## src/rtl/bram_shr_driver_pkg.sv

```systemverilog
//------------------------------------------------------------------------------
// bram_shr_pkg : shared FSM state type and default widths for bram_shr_driver
// Revision     : 1.0
//------------------------------------------------------------------------------
`default_nettype none

package bram_shr_pkg;

  localparam int DIN_N_DEF  = 8;
  localparam int DOUT_N_DEF = 8;

  typedef enum logic [2:0] {
    IDLE    = 3'd0,
    SHIFT   = 3'd1,
    STROBE  = 3'd2,
    WAIT    = 3'd3,
    CAPTURE = 3'd4,
    HOLD    = 3'd5
  } state_e;

  // Counter must index the longer of the two words; never narrower than 1 bit.
  function automatic int cnt_width(input int a, input int b);
    int m;
    m = (a > b) ? a : b;
    return (m > 1) ? $clog2(m) : 1;
  endfunction

endpackage

`default_nettype wire

```

## src/rtl/bram_shr_driver_if.sv

```systemverilog
//------------------------------------------------------------------------------
// bram_shr_driver_if : tx/rx valid-ready bus between a host and bram_shr_driver
// Revision           : 1.0
//------------------------------------------------------------------------------
`default_nettype none

interface bram_shr_driver_if
  import bram_shr_pkg::*;
#(
  parameter int DIN_N  = DIN_N_DEF,
  parameter int DOUT_N = DOUT_N_DEF
);

  logic [DIN_N-1:0]  tx_data;
  logic              tx_valid;
  logic              tx_ready;
  logic [DOUT_N-1:0] rx_data;
  logic              rx_valid;
  logic              rx_ready;

  modport master (
    output tx_data,
    output tx_valid,
    input  tx_ready,
    input  rx_data,
    input  rx_valid,
    output rx_ready
  );

  modport slave (
    input  tx_data,
    input  tx_valid,
    output tx_ready,
    output rx_data,
    output rx_valid,
    input  rx_ready
  );

endinterface

`default_nettype wire

```

## src/rtl/bram_shr_driver_sync2.sv

```systemverilog
//------------------------------------------------------------------------------
// bram_shr_sync2 : two-flop synchroniser, async active-low reset to 0
// Revision       : 1.0
//------------------------------------------------------------------------------
`default_nettype none

module bram_shr_sync2
  import bram_shr_pkg::*;
(
  input  wire logic clk,
  input  wire logic rst_n,
  input  wire logic i_d,
  output logic      o_q
);

  logic r_meta;
  logic r_q;

  always_ff @(posedge clk or negedge rst_n) begin
    if (!rst_n) begin
      r_meta <= 1'b0;
      r_q    <= 1'b0;
    end else begin
      r_meta <= i_d;
      r_q    <= r_meta;
    end
  end

  assign o_q = r_q;

endmodule

`default_nettype wire

```

## src/rtl/bram_shr_driver.sv

```systemverilog
//------------------------------------------------------------------------------
// bram_shr_driver : serialises a word to the harness, strobes it, deserialises
// the reply. Option BRAM_SHR_DRV_SYNC_EN adds a do_i synchroniser + 2-cycle WAIT.
// Revision        : 1.0
//------------------------------------------------------------------------------
`default_nettype none

module bram_shr_driver
  import bram_shr_pkg::*;
#(
  parameter int DIN_N  = DIN_N_DEF,
  parameter int DOUT_N = DOUT_N_DEF
)(
  input  wire logic           clk,
  input  wire logic           rst_n,
  bram_shr_driver_if.slave    bus,
  output logic                di_o,
  output logic                stb_o,
  input  wire logic           do_i,
  output logic                busy
);

  localparam int CNT_W = cnt_width(DIN_N, DOUT_N);

  localparam logic [2:0] c_st_idle    = IDLE;
  localparam logic [2:0] c_st_shift   = SHIFT;
  localparam logic [2:0] c_st_strobe  = STROBE;
  localparam logic [2:0] c_st_wait    = WAIT;
  localparam logic [2:0] c_st_capture = CAPTURE;
  localparam logic [2:0] c_st_hold    = HOLD;

  localparam logic [CNT_W-1:0] c_din_last  = CNT_W'(DIN_N - 1);
  localparam logic [CNT_W-1:0] c_dout_last = CNT_W'(DOUT_N - 1);
  localparam logic [CNT_W-1:0] c_wait_last = CNT_W'(1);

  logic [2:0]        r_state;
  logic [CNT_W-1:0]  r_cnt;
  logic [DIN_N-1:0]  r_tx_shr;
  logic [DOUT_N-1:0] r_rx_shr;
  logic [DOUT_N-1:0] r_rx_data;
  logic              r_rx_valid;
  logic              r_tx_ready;
  logic              r_di;
  logic              r_stb;
  logic              r_busy;

  logic              w_do;
  logic [DOUT_N-1:0] w_rx_next;

`ifdef BRAM_SHR_DRV_SYNC_EN
  bram_shr_sync2 u_sync2 (
    .clk   (clk),
    .rst_n (rst_n),
    .i_d   (do_i),
    .o_q   (w_do)
  );
`else
  assign w_do = do_i;
`endif

  generate
    if (DOUT_N == 1) begin : g_rx_one
      assign w_rx_next = w_do;
    end else begin : g_rx_wide
      assign w_rx_next = {r_rx_shr[DOUT_N-2:0], w_do};
    end
  endgenerate

  // di_o is registered, so the MSB is launched on the accept edge and the
  // shift register holds only the bits still to be sent.
  always_ff @(posedge clk or negedge rst_n) begin
    if (!rst_n) begin
      r_state    <= c_st_idle;
      r_cnt      <= '0;
      r_tx_shr   <= '0;
      r_rx_shr   <= '0;
      r_rx_data  <= '0;
      r_rx_valid <= 1'b0;
      r_tx_ready <= 1'b0;
      r_di       <= 1'b0;
      r_stb      <= 1'b0;
      r_busy     <= 1'b0;
    end else begin
      case (r_state)
        c_st_idle: begin
          if (r_tx_ready && bus.tx_valid) begin
            r_tx_ready <= 1'b0;
            r_busy     <= 1'b1;
            r_tx_shr   <= bus.tx_data << 1;
            r_di       <= bus.tx_data[DIN_N-1];
            r_cnt      <= c_din_last;
            r_state    <= c_st_shift;
          end else begin
            r_tx_ready <= 1'b1;
          end
        end

        c_st_shift: begin
          if (r_cnt == '0) begin
            r_di    <= 1'b0;
            r_stb   <= 1'b1;
            r_state <= c_st_strobe;
          end else begin
            r_di     <= r_tx_shr[DIN_N-1];
            r_tx_shr <= r_tx_shr << 1;
            r_cnt    <= r_cnt - 1'b1;
          end
        end

        c_st_strobe: begin
          r_stb <= 1'b0;
`ifdef BRAM_SHR_DRV_SYNC_EN
          r_cnt   <= c_wait_last;
          r_state <= c_st_wait;
`else
          r_cnt   <= c_dout_last;
          r_state <= c_st_capture;
`endif
        end

        // Covers the two-flop latency so the first capture sees the harness MSB.
        c_st_wait: begin
          if (r_cnt == '0) begin
            r_cnt   <= c_dout_last;
            r_state <= c_st_capture;
          end else begin
            r_cnt <= r_cnt - 1'b1;
          end
        end

        c_st_capture: begin
          r_rx_shr <= w_rx_next;
          if (r_cnt == '0) begin
            r_rx_data  <= w_rx_next;
            r_rx_valid <= 1'b1;
            r_state    <= c_st_hold;
          end else begin
            r_cnt <= r_cnt - 1'b1;
          end
        end

        c_st_hold: begin
          if (r_rx_valid && bus.rx_ready) begin
            r_rx_valid <= 1'b0;
            r_busy     <= 1'b0;
            r_tx_ready <= 1'b1;
            r_state    <= c_st_idle;
          end
        end

        default: begin
          r_state    <= c_st_idle;
          r_rx_valid <= 1'b0;
          r_tx_ready <= 1'b0;
          r_di       <= 1'b0;
          r_stb      <= 1'b0;
          r_busy     <= 1'b0;
        end
      endcase
    end
  end

  assign bus.tx_ready = r_tx_ready;
  assign bus.rx_data  = r_rx_data;
  assign bus.rx_valid = r_rx_valid;
  assign di_o         = r_di;
  assign stb_o        = r_stb;
  assign busy         = r_busy;

endmodule

`default_nettype wire

```

## src/flat_wrapper.sv

```systemverilog
// flat-port wrapper written by rule: the top's interface ports become plain ports
module bram_shr_driver_flat import bram_shr_pkg::*;
#(
  parameter int DIN_N  = DIN_N_DEF,
  parameter int DOUT_N = DOUT_N_DEF
)
  (clk, rst_n, di_o, stb_o, do_i, busy, bus_tx_data, bus_tx_valid, bus_tx_ready, bus_rx_data, bus_rx_valid, bus_rx_ready);
  bram_shr_driver_if #(.DIN_N(DIN_N), .DOUT_N(DOUT_N)) bus_i ();
  input  wire logic clk;
  input  wire logic rst_n;
  output logic di_o;
  output logic stb_o;
  input  wire logic do_i;
  output logic busy;
  input wire logic [$bits(bus_i.tx_data)-1:0] bus_tx_data;
  input wire logic [$bits(bus_i.tx_valid)-1:0] bus_tx_valid;
  output wire logic [$bits(bus_i.tx_ready)-1:0] bus_tx_ready;
  output wire logic [$bits(bus_i.rx_data)-1:0] bus_rx_data;
  output wire logic [$bits(bus_i.rx_valid)-1:0] bus_rx_valid;
  input wire logic [$bits(bus_i.rx_ready)-1:0] bus_rx_ready;
  assign bus_i.tx_data = bus_tx_data;
  assign bus_i.tx_valid = bus_tx_valid;
  assign bus_tx_ready = bus_i.tx_ready;
  assign bus_rx_data = bus_i.rx_data;
  assign bus_rx_valid = bus_i.rx_valid;
  assign bus_i.rx_ready = bus_rx_ready;
  bram_shr_driver #(.DIN_N(DIN_N), .DOUT_N(DOUT_N)) u_core (.clk(clk), .rst_n(rst_n), .bus(bus_i), .di_o(di_o), .stb_o(stb_o), .do_i(do_i), .busy(busy));
endmodule
```

## config.mk

```make
export PLATFORM = sky130hd
export DESIGN_NAME = bram_shr_driver_flat
export DESIGN_NICKNAME = d
export VERILOG_FILES = /design/src/rtl/bram_shr_driver_pkg.sv /design/src/rtl/bram_shr_driver_if.sv /design/src/rtl/bram_shr_driver_sync2.sv /design/src/rtl/bram_shr_driver.sv /design/src/flat_wrapper.sv
export SDC_FILE = /design/constraint.sdc
export NUM_CORES = 1
export LEC_CHECK = 0
export ABC_CLOCK_PERIOD_IN_PS = 4600
export BUFFER_PORTS_ARGS = -buffer_cell sky130_fd_sc_hd__buf_2
export CAP_MARGIN = 30
export CORE_AREA = 2 2 79 81
export CTS_BUF_LIST = sky130_fd_sc_hd__clkbuf_2 sky130_fd_sc_hd__clkbuf_4 sky130_fd_sc_hd__clkbuf_8
export CTS_CLUSTER_SIZE = 16
export DETAILED_ROUTE_END_ITERATION = 12
export DIE_AREA = 0 0 81 83
export HOLD_SLACK_MARGIN = 0.02
export PLACE_DENSITY = 0.49
export SLEW_MARGIN = 20
export SYNTH_ARGS = -nofsm -noshare
export SYNTH_HDL_FRONTEND = slang
export SYNTH_SLANG_ARGS = --single-unit
```

## constraint.sdc

```tcl
create_clock -name clk -period 4.6 [get_ports clk]
set_input_delay 0.92 -clock clk [delete_from_list [all_inputs] [get_ports clk]]
set_output_delay 0.92 -clock clk [all_outputs]
set_load 0.1 [all_outputs]
```

After elaboration in Yosys (flattened, before gate mapping)
Cells that the tools add are included.

storage, ports and cells
  bits of input ports = 13
  output and inout bits = 13
  word-level logic and storage cells = 72
  register bits = 34

cells by class
  add/sub/neg operators = 1
  reductions and logical operators = 20
  equal/unequal tests = 12
  muxes and demuxes = 25
  bitwise gates (word level) = 4

operators by type and width
  operator                                                                 number
  3-bit 2-to-1 mux                                                         8
  3-bit one-hot mux with 6 select lines                                    1
  8-bit 2-to-1 mux                                                         2
  8-bit one-hot mux with 2 select lines                                    1
  4-bit OR reduction                                                       4
  1-bit one-hot mux with 3 select lines                                    4
  3-bit one-hot mux with 4 select lines                                    1
  3-bit AND reduction                                                      4
  2-bit by 1-bit inequality test with 1-bit output, second input constant  5
  2-bit AND reduction                                                      4
  1-bit 2-to-1 mux                                                         7
  3-bit by 2-bit equality test with 1-bit output, second input constant    2
  3-bit equality test, second input constant                               2
  3-bit logical NOT                                                        2
  5-bit AND reduction                                                      1
  2-bit inequality test, second input constant                             2
  1-bit inverter                                                           4
  4-bit nonzero test                                                       1
  3-bit by 1-bit equality test with 1-bit output, second input constant    1
  3-bit by 1-bit subtractor with 3-bit output, second input constant       1
  1-bit logical AND                                                        2
  1-bit one-hot mux with 2 select lines                                    1
  2-bit nonzero test                                                       1
  2-bit OR reduction                                                       1

Logic depth before layout (Yosys ltp)
  depth after elaboration = 4
  gate-level depth with buffers = 8
  gate-level depth less buffers = 6

Worst setup path before layout
Ideal clock, no wire load.

  path type = register -> register
  start = register u_core.r_tx_ready, in the netlist u_core.bus.tx_ready
  end = register u_core.r_tx_shr[2]
  required time = 4.477 ns
  arrival time = 1.920 ns
  path slack = 2.557 ns
  cell stages (with the launch flop) = 6
  cells stage by stage = dfrtp_1 -> a2111o_1 -> and2_4 -> buf_6 -> a21boi_4 -> a2bb2oi_1

on the way
  longest elaborated chain between the ends = 3

RTL lines
  element                                                     RTL line                RTL
  start: declaration                                          bram_shr_driver.sv:42   logic r_tx_ready;
  start signal: assignment                                    bram_shr_driver.sv:79   r_tx_ready <= 1'b0;
  start signal: assignment                                    bram_shr_driver.sv:87   r_tx_ready <= 1'b0;
  start signal: assignment                                    bram_shr_driver.sv:94   r_tx_ready <= 1'b1;
  1-bit logical AND                                           bram_shr_driver.sv:86   if (r_tx_ready && bus.tx_valid) begin
  2-bit by 1-bit inequality test with 1-bit output (no line)  --
  3-bit AND reduction (no line)                               --
  end signal: assignment                                      bram_shr_driver.sv:89   r_tx_shr <= bus.tx_data << 1;
  end signal: assignment                                      bram_shr_driver.sv:105  r_tx_shr <= r_tx_shr << 1;
  end: declaration                                            bram_shr_driver.sv:38   logic [DIN_N-1:0] r_tx_shr;

No other way between the ends.
A chain may end at the register's enable or synchronous reset.

Final worst setup path
  start = register u_core.r_cnt[0]
  end = register u_core.r_rx_data[4], in the netlist u_core.bus.rx_data[4]

on the way
  longest elaborated chain between the ends = 2

RTL lines
  element                        RTL line                RTL
  start: declaration             bram_shr_driver.sv:37   logic [CNT_W-1:0] r_cnt;
  start signal: assignment       bram_shr_driver.sv:91   r_cnt <= c_din_last;
  start signal: assignment       bram_shr_driver.sv:106  r_cnt <= r_cnt - 1'b1;
  start signal: assignment       bram_shr_driver.sv:116  r_cnt <= c_dout_last;
  3-bit logical NOT              bram_shr_driver.sv:133  if (r_cnt == '0) begin
  2-bit AND reduction (no line)  --
  end signal: assignment         bram_shr_driver.sv:134  r_rx_data <= w_rx_next;
  end: declaration               bram_shr_driver.sv:40   logic [DOUT_N-1:0] r_rx_data;

No other way between the ends.

==> run_results.csv <==
group,metric,value,unit
route,vias,1220,
sta,slew_viol_final,0,
critical_path,path_max_fanout,9,
logic_synthesis,synth_warnings,0,
outcome,status,"finished, final reports clean",
floorplan,core,5820,µm²
worst_hold_path,hp-class,"flop to flop",
logic_synthesis,netlist_instances,150,
global_route,grt_pass1_vias,1261,
floorplan,fp-row-count,28,
power,power,0.00157,W
critical_path,arrival,2480,ps
sta,fin_crit,2310,ps
cts,cts_hold_buffers,0,
cts,cts_resized,0,
logic_synthesis,avgSynthCellArea,11.3,µm²
sta,fin_crit_sh,50.3,%
placed_design,place_congestion,0.727,
logic_synthesis,ys_ff_latch,33,
cts,clk_path_buf_depth,2,
layout,syn_to_final_growth,16.3,%
floorplan,die_x,81,µm
sta,relSlewSlack,50.9,%
floorplan,boundaryPins,26,
power,peakVddDrop,0.303,mV
critical_path,start_kind,"flop",
critical_path,reg2reg_slack,2290,ps
logic_synthesis,synth_area_leader_cell,"dfrtp_1",
cts,cts_max_level,2,
placed_design,dpl_cell_area,1860,µm²
logic_synthesis,synthTopCellsByArea,"dfrtp_1, mux2_2, ha_1",
sta,finalSetupViolations,0,
power,pwr-share-seq,33.8,%
route,drc,0,
placed_design,portBuffers,25,
sta,fmax,432,MHz
logic_synthesis,syn-num-nets,168,
layout,finalNetCount,191,
floorplan,die-area,6720,µm²
floorplan,initial_utilization,29.2,%
critical_path,crit_type,"flop to flop",
run,drv_cap,0,
logic_synthesis,ys_types,42,
sta,hold_viol,0,
route,vias_per_cell,4.90,
global_route,grt_pass1_wl,6130,µm
cts,clock_sinks,33,
logic_synthesis,yosys.area.top_type_share,48.6,%
worst_hold_path,whs_path_depth,1,
power,power_switching,0.000720,W
route,first_iter_violations,82,
route,route.detailed.wl_per_inst,14.3,µm
global_route,antenna_found_initial,0,
sta,rsz0062_at_grt,"no",
sta,clock_skew,6.41,ps
placed_design,dp_hpwl,2530,µm
sta,finalSetupTns,0,ps
worst_hold_path,hold_start,"u_core.bus.rx_data[0]",
cts,clock-root-buffer,"clkbuf_8",
critical_path,reg2reg_from,"u_core.r_cnt[0]",
power,power_frac_comb,48.8,%
route,drtPass1Iterations,4,
layout,mostFrequentLayoutCell,"dfrtp_1",
route,drt-total-wl,3560,µm
cts,clk_pin_slew,70,ps
global_route,grt-ovfl-total,0,
critical_path,rr_worst_depth,5,
power,p_leak,0.848,nW
global_route,grtUsageTotal,11.7,%
critical_path,cp_data_required_time,4770,ps
power,sw_frac_of_total,46.0,%
cts,post-cts-setup-buffers,0,
critical_path,setup.worst_path.end_class,"flop",
logic_synthesis,ys_seq_area_share,48.6,%
layout,n_antenna_cell,0,
layout,mostFrequentLayoutCells,"dfrtp_1, buf_2, mux2_2, nand2_1, inv_1",
global_route,grt_max_degree,34,
critical_path,timing.rr.end,"u_core.bus.rx_data[4]",
cts,cts_buffers,5,
cts,clock_latency,280,ps
power,clockPowerShare,17.4,%
worst_hold_path,holdPathEnd,"u_core.bus.rx_data[0]",
sta,worstMarginPinSlew,736,ps
power,p_int,0.000847,W
logic_synthesis,syn_area,1700,µm²
power,power_per_cell_area,792,nW/µm²
floorplan,die_h,83,µm
cts,cts_tree,"yes",
layout,final_area,1980,µm²
route,postRouteAntennaNets,0,
layout,drive_gt1_share,32.8,%
-- registers in the layout, indices dropped and copies added, names as in the netlist --
signal,count
u_core.bus.rx_data,8
u_core.bus.rx_valid,1
u_core.bus.tx_ready,1
u_core.busy,1
u_core.di_o,1
u_core.r_cnt,3
u_core.r_rx_shr,7
u_core.r_state,3
u_core.r_tx_shr,7
u_core.stb_o,1
-- synthesized netlist by cell type (all sizes together) --
cell     instances
dfrtp           33
mux2            16
o21ai           10
nand2            9
buf              8
inv              8
a2bb2oi          7
o22ai            7
a21oi            6
ha               5
nor2b            5
nand2b           4
nor2             4
a31oi            3
nand3            2
a2111o           1
a2111oi          1
a211o            1
a211oi           1
a21boi           1
a221oi           1
a32oi            1
and2             1
and3             1
and3b            1
clkbuf           1
mux2i            1
nand3b           1
nor3b            1
nor4             1
o211ai           1
o221a            1
o22a             1
o2bb2ai          1
o31a             1
o41ai            1
or3b             1
xnor2            1
-- through the flow --
| stage | std cells | setup WS [ps] | utilization, % | hold WS [ps] |
|---|---|---|---|---|
| floorplan | 150 | 2560 | - | 468 |
| CTS | 249 | 2260 | 34.0 | 510 |
| global placement | 241 | 2290 | 32.0 | 482 |
| global route | 249 | 2070 | 34.0 | 525 |
| detailed placement | 241 | 2270 | 32.0 | 492 |
| finish | 249 | 2290 | 34.0 | 505 |
-- power by group through the flow --
stage	registers (W)	clock network (W)	logic, W
after floorplan	0.000703	0	0.000472
after detailed placement	0.000536	0	0.000766
after global routing	0.000552	0.000297	0.000833
after CTS	0.000530	0.000284	0.000771
after global placement	0.000527	0	0.000755
final	0.000529	0.000273	0.000764
-- cell type report --
| type | count | area [µm²] |
|---|---|---|
| Clock buffer | 5 | 68.8 |
| Clock inverter | 3 | 46.3 |
| Fill cell | 611 | 3840 |
| Inverter | 8 | 30.0 |
| Multi-Input combinational cell | 100 | 788 |
| Sequential cell | 33 | 826 |
| Tap cell | 75 | 93.8 |
| Timing Repair Buffer | 25 | 125 |
-- critical path, cell delays in order, from the launching register on --
cell     delay, ps
dfrtp_1        400
inv_1          130
ha_1           210
nor2b_1        560
nand3_1        490
mux2_2         410
-- metal layers --
layer / global-route usage (%) / wire length, µm
met1: 15.1 / 1640
met2: 18.8 / 1760
met3: 2.83 / 114
met4: 4.16 / 49
met5: 0 / 0
-- cell families (layout without fill, tap and decap cells) --
group	Yosys count	after routing	synth area share (%)
XOR/XNOR	1	1	0.515
AO/OA/AOI/OAI	46	46	20.2
flip-flops	33	33	48.6
adder cells (fa/ha/maj)	5	5	3.68
multiplexers	17	17	11.2
AND/OR/NAND/NOR	31	31	10.7
buffers and inverters	17	41	5.08
-- how the worst max path moves through the flow --
stage / end / startpoint / slack [ps]
after floorplan: u_core.r_tx_shr[2] / u_core.bus.tx_ready / 2560
after global placement: u_core.r_state[0] / bus_tx_valid / 2290
after detailed placement: u_core.bus.rx_data[5] / u_core.r_cnt[0] / 2270
after CTS: u_core.bus.rx_data[0] / u_core.r_cnt[0] / 2260
after global routing: u_core.bus.rx_data[4] / u_core.r_cnt[0] / 2070
final: u_core.bus.rx_data[4] / u_core.r_cnt[0] / 2290
Power figures use the tool's default switching activity.
